### config.mk
export PLATFORM = sky130hd
export DESIGN_NAME = id_ex_stage
export DESIGN_NICKNAME = d
export VERILOG_FILES = /design/src/rtl/core_pkg.sv /design/src/rtl/operand_sel.sv /design/src/rtl/id_ex_stage.sv
export SDC_FILE = /design/constraint.sdc
export NUM_CORES = 1
export LEC_CHECK = 0
export ABC_AREA = 1
export CAP_MARGIN = 20
export CELL_PAD_IN_SITES_DETAIL_PLACEMENT = 0
export CELL_PAD_IN_SITES_GLOBAL_PLACEMENT = 1
export CORE_UTILIZATION = 23
export DETAILED_ROUTE_END_ITERATION = 8
export PLACE_DENSITY = 0.8
export SKIP_LAST_GASP = 1
export SYNTH_ARGS = -nofsm -noshare
export SYNTH_HDL_FRONTEND = slang
export SYNTH_SLANG_ARGS = --single-unit
### constraint.sdc
create_clock -name clk_i -period 1.6 [get_ports clk_i]
set_clock_uncertainty 0.15 [all_clocks]
set_input_delay 0.16 -clock clk_i [delete_from_list [all_inputs] [get_ports clk_i]]
set_output_delay 0.16 -clock clk_i [all_outputs]
set_load 0.01 [all_outputs]
### src/rtl/core_pkg.sv
// Shared core definitions: datapath widths, result-class encodings used by the
// ID/EX register and the forwarding unit, and the EX slot state type.
package core_pkg;

    localparam int XLEN  = 32;
    localparam int REG_W = 5;

    localparam logic [1:0] INST_WB  = 2'b00;
    localparam logic [1:0] INST_EX  = 2'b01;
    localparam logic [1:0] INST_MEM = 2'b10;

    typedef enum logic {
        SLOT_EMPTY = 1'b0,
        SLOT_FULL  = 1'b1
    } slot_t;

endpackage

### src/rtl/operand_sel.sv
// Per-operand source mux: x0 reads as zero, otherwise forwarded data wins over
// the register-file read port.
module operand_sel
    import core_pkg::*;
(
    input  logic [REG_W-1:0] rs,
    input  logic             is_fwd,
    input  logic [XLEN-1:0]  fwd_dat,
    input  logic [XLEN-1:0]  rf_dat,
    output logic [XLEN-1:0]  dat
);

    always_comb begin
        if (rs == '0) begin
            dat = '0;
        end else if (is_fwd) begin
            dat = fwd_dat;
        end else begin
            dat = rf_dat;
        end
    end

endmodule

### src/rtl/id_ex_stage.sv
// ID->EX pipeline register: operand selection, bubble insertion on hazard
// stall, hold on EX backpressure, flush, and a saturating stall counter.
module id_ex_stage
    import core_pkg::*;
#(
    parameter int CTRL_W = 16,
    parameter int CNT_W  = 16
) (
    input  logic              clk_i,
    input  logic              rst_i,
    input  logic              id_valid_i,
    output logic              id_ready_o,
    input  logic [XLEN-1:0]   id_pc_i,
    input  logic [REG_W-1:0]  id_rs1_i,
    input  logic [REG_W-1:0]  id_rs2_i,
    input  logic [REG_W-1:0]  id_rd_i,
    input  logic [XLEN-1:0]   id_imm_i,
    input  logic [CTRL_W-1:0] id_ctrl_i,
    input  logic [1:0]        id_inst_i,
    input  logic [XLEN-1:0]   rf_rs1_dat_i,
    input  logic [XLEN-1:0]   rf_rs2_dat_i,
    input  logic              is_fwd_a_i,
    input  logic              is_fwd_b_i,
    input  logic [XLEN-1:0]   dat_fwd_a_i,
    input  logic [XLEN-1:0]   dat_fwd_b_i,
    input  logic              fwd_stall_i,
    input  logic              flush_i,
    input  logic              ex_ready_i,
    output logic              ex_valid_o,
    output logic [XLEN-1:0]   ex_pc_o,
    output logic [XLEN-1:0]   ex_rs1_dat_o,
    output logic [XLEN-1:0]   ex_rs2_dat_o,
    output logic [XLEN-1:0]   ex_imm_o,
    output logic [REG_W-1:0]  ex_rd_o,
    output logic [CTRL_W-1:0] ex_ctrl_o,
    output logic [1:0]        ex_inst_o,
    output logic [CNT_W-1:0]  stall_cnt_o
);

    slot_t            state;
    logic             adv;
    logic             take;
    logic [XLEN-1:0]  op_a;
    logic [XLEN-1:0]  op_b;

    assign ex_valid_o = (state == SLOT_FULL);
    assign adv        = !ex_valid_o || ex_ready_i;
    assign id_ready_o = adv && !fwd_stall_i && !flush_i;
    assign take       = id_valid_i && id_ready_o;

    operand_sel u_sel_a (
        .rs      (id_rs1_i),
        .is_fwd  (is_fwd_a_i),
        .fwd_dat (dat_fwd_a_i),
        .rf_dat  (rf_rs1_dat_i),
        .dat     (op_a)
    );

    operand_sel u_sel_b (
        .rs      (id_rs2_i),
        .is_fwd  (is_fwd_b_i),
        .fwd_dat (dat_fwd_b_i),
        .rf_dat  (rf_rs2_dat_i),
        .dat     (op_b)
    );

    always_ff @(posedge clk_i) begin
        if (rst_i) begin
            state        <= SLOT_EMPTY;
            ex_pc_o      <= '0;
            ex_rs1_dat_o <= '0;
            ex_rs2_dat_o <= '0;
            ex_imm_o     <= '0;
            ex_rd_o      <= '0;
            ex_ctrl_o    <= '0;
            ex_inst_o    <= INST_WB;
            stall_cnt_o  <= '0;
        end else begin
            if (id_valid_i && fwd_stall_i && !flush_i && (stall_cnt_o != '1)) begin
                stall_cnt_o <= stall_cnt_o + 1'b1;
            end

            // An empty slot always carries rd=0 / class WB so the forwarding
            // unit never matches or stalls against a bubble.
            if (flush_i) begin
                state     <= SLOT_EMPTY;
                ex_rd_o   <= '0;
                ex_inst_o <= INST_WB;
            end else if (take) begin
                state        <= SLOT_FULL;
                ex_pc_o      <= id_pc_i;
                ex_rs1_dat_o <= op_a;
                ex_rs2_dat_o <= op_b;
                ex_imm_o     <= id_imm_i;
                ex_rd_o      <= id_rd_i;
                ex_ctrl_o    <= id_ctrl_i;
                ex_inst_o    <= id_inst_i;
            end else if (adv) begin
                state     <= SLOT_EMPTY;
                ex_rd_o   <= '0;
                ex_inst_o <= INST_WB;
            end
        end
    end

endmodule

# Word-level counts from Yosys, hierarchy flattened
# Cells that the tools add are included.
# totals
ff_bits	168
inputBits	233
# op_classes
n_eq_ne	1
addsub	1
reduce_logical	15
bitwise_logic	1
n_mux	10
# ops
op	count
32-bit 2-to-1 mux	4
16-bit by 1-bit adder with 16-bit output (second input constant)	1
16-bit inequality test (second input constant)	1
5-bit logical NOT	2
5-bit 2-to-1 mux	2
1-bit logical AND	6
2-bit 2-to-1 mux	2
1-bit logical NOT	3
1-bit 2-to-1 mux	2
2-bit AND reduction	1
2-bit nonzero test	1
2-bit OR reduction	1
1-bit logical OR	1
1-bit inverter	1

# Logic depth before layout (Yosys ltp)
# logic_depth
ltp_word	6
depth_mapped	9
depth_no_buf	9

# Cells and area by module
# A second synthesis with hierarchy kept.
# hier_totals
hier_cells	1171
hier_area_um2	7739.9
# modules_own_cells
mod	cells_each	area_each_um2	n_inst	seq_area_each_um2
id_ex_stage	823	6145.9	1	3363.2
operand_sel	174	797.0	2	0.0

# Worst setup path after synthesis
# Ideal clock, no wire load.
# synth_path
path_type	reg2reg
start	register stall_cnt_o[0]
end	register stall_cnt_o[10]
path_stages_with_launch	8
path_slack_ns	-0.052
arrival_time_ns	1.387
path_cell_list	dfxtp_1 > ha_1 > inv_1 > nor2_2 > nand4_2 > buf_2 > a21oi_1 > nor2_1
# synth_via
elab_chain_cells	2
# synth_lines
element	line	source
from (decl)	id_ex_stage.sv:37	output logic [CNT_W-1:0] stall_cnt_o
from (signal assigned)	id_ex_stage.sv:80	stall_cnt_o <= stall_cnt_o + 1'b1;
branches (longest 2 deep; another with 16-bit by 1-bit adder with 16-bit output)	n/a	
# Several ways; the timed one is not identified.
# A chain may end at the register's enable or synchronous reset.

# Worst setup path in the final report
# layout_path
start	register state, in the netlist ex_valid_o
end	register ex_ctrl_o[8]
# layout_via
elab_chain_cells	6
# layout_lines
element	line	source
from (decl)	id_ex_stage.sv:40	slot_t state;
from (signal assigned)	id_ex_stage.sv:69	state <= SLOT_EMPTY;
from (signal assigned)	id_ex_stage.sv:86	state <= SLOT_EMPTY;
from (signal assigned)	id_ex_stage.sv:90	state <= SLOT_FULL;
1-bit logical NOT	id_ex_stage.sv:47	assign adv = !ex_valid_o || ex_ready_i;
1-bit logical OR	id_ex_stage.sv:47	
1-bit logical AND (2 in a row)	id_ex_stage.sv:48	assign id_ready_o = adv && !fwd_stall_i && !flush_i;
1-bit logical AND	id_ex_stage.sv:49	assign take = id_valid_i && id_ready_o;
2-bit AND reduction (no line)	n/a	
to (signal assigned)	id_ex_stage.sv:96	ex_ctrl_o <= id_ctrl_i;
to (decl)	id_ex_stage.sv:35	output logic [CTRL_W-1:0] ex_ctrl_o,
# Every way passes these cells.

==> impl_metrics.py <==
metrics = {
    "run_status": {
        "status": "finished with violations",
        "violations": "setup timing",
    },
    "worst_setup_path": {
        "critical_path.cell_chain": "inv_2 > nor2_4 > nor3_4 > buf_6 > nand2_8 > buf_16 > buf_12 > clkbuf_16 > nand2_1 > a21oi_1",
        "slowest_stage": "dfxtp_2",
        "crit_cells": 10,
        "critical_path.max_stage_delay_ns": 0.33,
        "critPathCaptureType": "flip-flop",
        "crit_arrival_ns": 1.83,
        "cp-start-kind": "flip-flop",
        "cp_top_family": "buffers and inverters",
        "path_buf_inv": 5,
        "crit_type": "flip-flop to flip-flop",
        "cp.required_ns": 1.75,
        "rr_worst_depth": 10,
        "crit_path_max_fanout": 8,
    },
    "route": {
        "wirelength_um": 28700,
        "routedWlPerCell_um": 14.9,
        "drtAntennaViolNets": 0,
        "first_pass_iters": 4,
        "vias": 8280,
        "dr.first_iter.drc_count": 323,
        "avgViaCountPerCell": 4.30,
        "drc": 0,
    },
    "synthesis": {
        "synthTopCellsByCount": "nand2_1, dfxtp_1, a21oi_1",
        "syn_inst": 1087,
        "yosys_warnings": 0,
        "synth_edf_count": 0,
        "synth.top_cell.area_share": 0.459,
        "netlist_area_mm2": 0.00732,
        "yosysTopAreaCell": "dfxtp_1",
        "post-synth-top-count-cell": "nand2_1",
        "ys.flop_type": "dfxtp_1",
        "syn_avg_cell_area_um2": 6.73,
        "ys_seq_area_frac": 0.459,
        "yosys-top-cells-area": "dfxtp_1, nand2_1, a21oi_1",
        "synthArstFlopShare": 0,
        "syn-num-nets": 1321,
        "synth.distinct_cells": 23,
        "ys_seq_elements": 168,
    },
    "power_and_ir_drop": {
        "p_comb_frac": 0.163,
        "powerDensity_mw_per_mm2": 774,
        "p_sw_frac": 0.266,
        "pwr-share-clk": 0.400,
        "seqPwrFrac": 0.437,
        "switching_power_uw": 2660,
        "p_total_uw": 10000,
        "p_leak_uw": 0.00604,
        "irDropWorstVdd_mv": 0.636,
        "internal-power_uw": 7360,
    },
    "layout": {
        "area_growth_pct": 76.8,
        "drive_above_1_share": 0.111,
        "design_area_mm2": 0.0129,
        "nFillCells": 3212,
        "antenna_cells": 0,
        "final_nets": 1749,
    },
    "global_routing": {
        "grt-ovfl-total": 0,
        "grt_max_degree": 88,
        "grt_pass1_vias": 7776,
        "antenna_found_initial": 1,
        "grtUsageTotal": 0.165,
        "grt_pass1_wl_um": 42500,
    },
    "sta": {
        "finalCritPeriodShare": 1.05,
        "fin_hold_ws_ns": 0.102,
        "rsz0062_at_grt": "yes",
        "final.setup.worst_slack_ns": -0.0859,
        "timing_max_transition_violations_final": 0,
        "timing_hold_violations_final": 0,
        "finalSetupViolCount": 74,
        "layout_min_cycle_time_ns": 1.69,
        "worst_slew_pin_slew_ns": 0.437,
        "slew-limit-headroom": 0.708,
        "fmaxAchievable_mhz": 593,
    },
    "min_path": {
        "worstHoldPathType": "input port to flip-flop",
        "holdPathStages": 3,
    },
    "cts": {
        "cts_max_level": 4,
        "root_buffer": "clkbuf_16",
        "cts.clk_slew.worst_paths_ns": 0.08,
        "cts_tree": "built",
        "cts_sinks": 168,
        "clk_latency_ns": 0.43,
        "cts_buffer_depth": 2,
        "cts_buffers": 17,
        "ctsHoldBuffers": 0,
    },
    "place": {
        "preCtsSetupSlack_ns": -0.340,
        "place_area_mm2": 0.0121,
        "globalplace.congestion": 0.848,
        "hpwl_um": 20300,
        "port_buffers": 401,
    },
    "floorplan": {
        "dieWidth_um": 180,
        "start_util": 0.236,
        "num_io_pins": 402,
        "fp.dieH_um": 180,
        "coreArea_mm2": 0.0310,
        "rows": 64,
        "die_area_mm2": 0.0325,
    },
    "flow_run": {
        "drv_cap": 0,
    },
}
[cell usage in the layout, fill, tap and decap left out, types with 2 or more instances in the layout]
cell type	instances
buf_16	4
nand4_1	3
dfxtp_4	2
buf_6	3
o21ai_1	6
inv_6	4
a21oi_1	147
clkdlybuf4s50_1	228
nand3_1	16
clkbuf_16	24
nand2_1	316
o21ai_0	84
nor3_1	4
clkbuf_8	2
inv_1	83
nor2_1	139
clkinvlp_4	3
nor2_2	12
buf_2	2
nand2_2	13
clkinv_4	5
buf_12	13
dlygate4sd2_1	168
buf_4	50
nor2_4	3
nand2_4	3
dfxtp_1	162
a21oi_2	13
dfxtp_2	4
[per-layer routing]
layer | GRT usage | vias to the layer above | routed length, µm | share of wire
li1 | - | 4278 | - | -
met4 | 0.0632 | 2 | 608 | 0.021
met2 | 0.280 | 250 | 13800 | 0.48
met5 | 0 | - | 13 | 0.00045
met3 | 0.0471 | 34 | 1680 | 0.059
met1 | 0.197 | 3716 | 12500 | 0.44
[cell families (layout without fill, tap and decap cells)]
logic type | after synthesis | count (layout) | synth area share
AOI/OAI and AO/OA | 250 | 250 | 0.171
adders and majority gates | 1 | 1 | 0.00171
buffers and inverters | 155 | 595 | 0.0943
DFF | 168 | 168 | 0.459
and+or+nand+nor | 513 | 514 | 0.274
[worst paths after layout]
path | startpoint | end | slack (ns)
max | ex_valid_o$_SDFFE_PP0P_ | ex_ctrl_o[8]$_SDFFE_PP0P_ | -0.09
min | rst_i | ex_pc_o[25]$_SDFFE_PP0P_ | 0.10
min reg2reg | ex_pc_o[7]$_SDFFE_PP0P_ | ex_pc_o[7]$_SDFFE_PP0P_ | 0.31
max reg2reg | ex_valid_o$_SDFFE_PP0P_ | ex_ctrl_o[8]$_SDFFE_PP0P_ | -0.09
[power by group through the flow]
stage | registers, µW | clock network (µW) | logic, µW
finish | 4380 | 4010 | 1630
detailed placement | 4480 | 0 | 1610
global placement | 4480 | 0 | 1610
CTS | 4380 | 4180 | 1550
floorplan | 4540 | 0 | 502
global route | 4400 | 4330 | 1780
[tightest hold or removal path, stage by stage]
cell and delay (ns):
buf_4 0.13, buf_12 0.20, a21oi_1 0.14
[what timing repair did]
item,in CTS,in global routing
pin swaps,1,10
cloned,1,8
gates resized for setup,182,69
setup buffers,1,11
endpoints found under the setup margin,225,169
[area by class of cell]
cell class,count,area [µm²],area share
Inverter,85,324,0.0250
Clock buffer,19,453,0.0350
Multi-Input combinational cell,765,3440,0.266
Clock inverter,13,109,0.00841
Sequential cell,168,3380,0.261
Tap cell,396,495,0.0383
Timing Repair Buffer,478,4750,0.367
[registers in the layout, indices dropped and copies added (netlist names)]
| signal | count |
|---|---|
| ex_pc_o | 32 |
| ex_valid_o | 1 |
| ex_inst_o | 2 |
| ex_rs2_dat_o | 32 |
| stall_cnt_o | 16 |
| ex_ctrl_o | 16 |
| ex_rd_o | 5 |
| ex_rs1_dat_o | 32 |
| ex_imm_o | 32 |
[per-stage QoR]
stage | cells | TNS (ns) | utilization
global route | 1924 | -16.14 | 0.418
detailed placement | 1871 | -44.55 | 0.389
CTS | 1905 | -6.71 | 0.403
floorplan | 1087 | 0 | -
global placement | 1871 | -43.93 | 0.389
finish | 1924 | -2.73 | 0.418
Note: power is estimated with default switching activity, not from simulation.
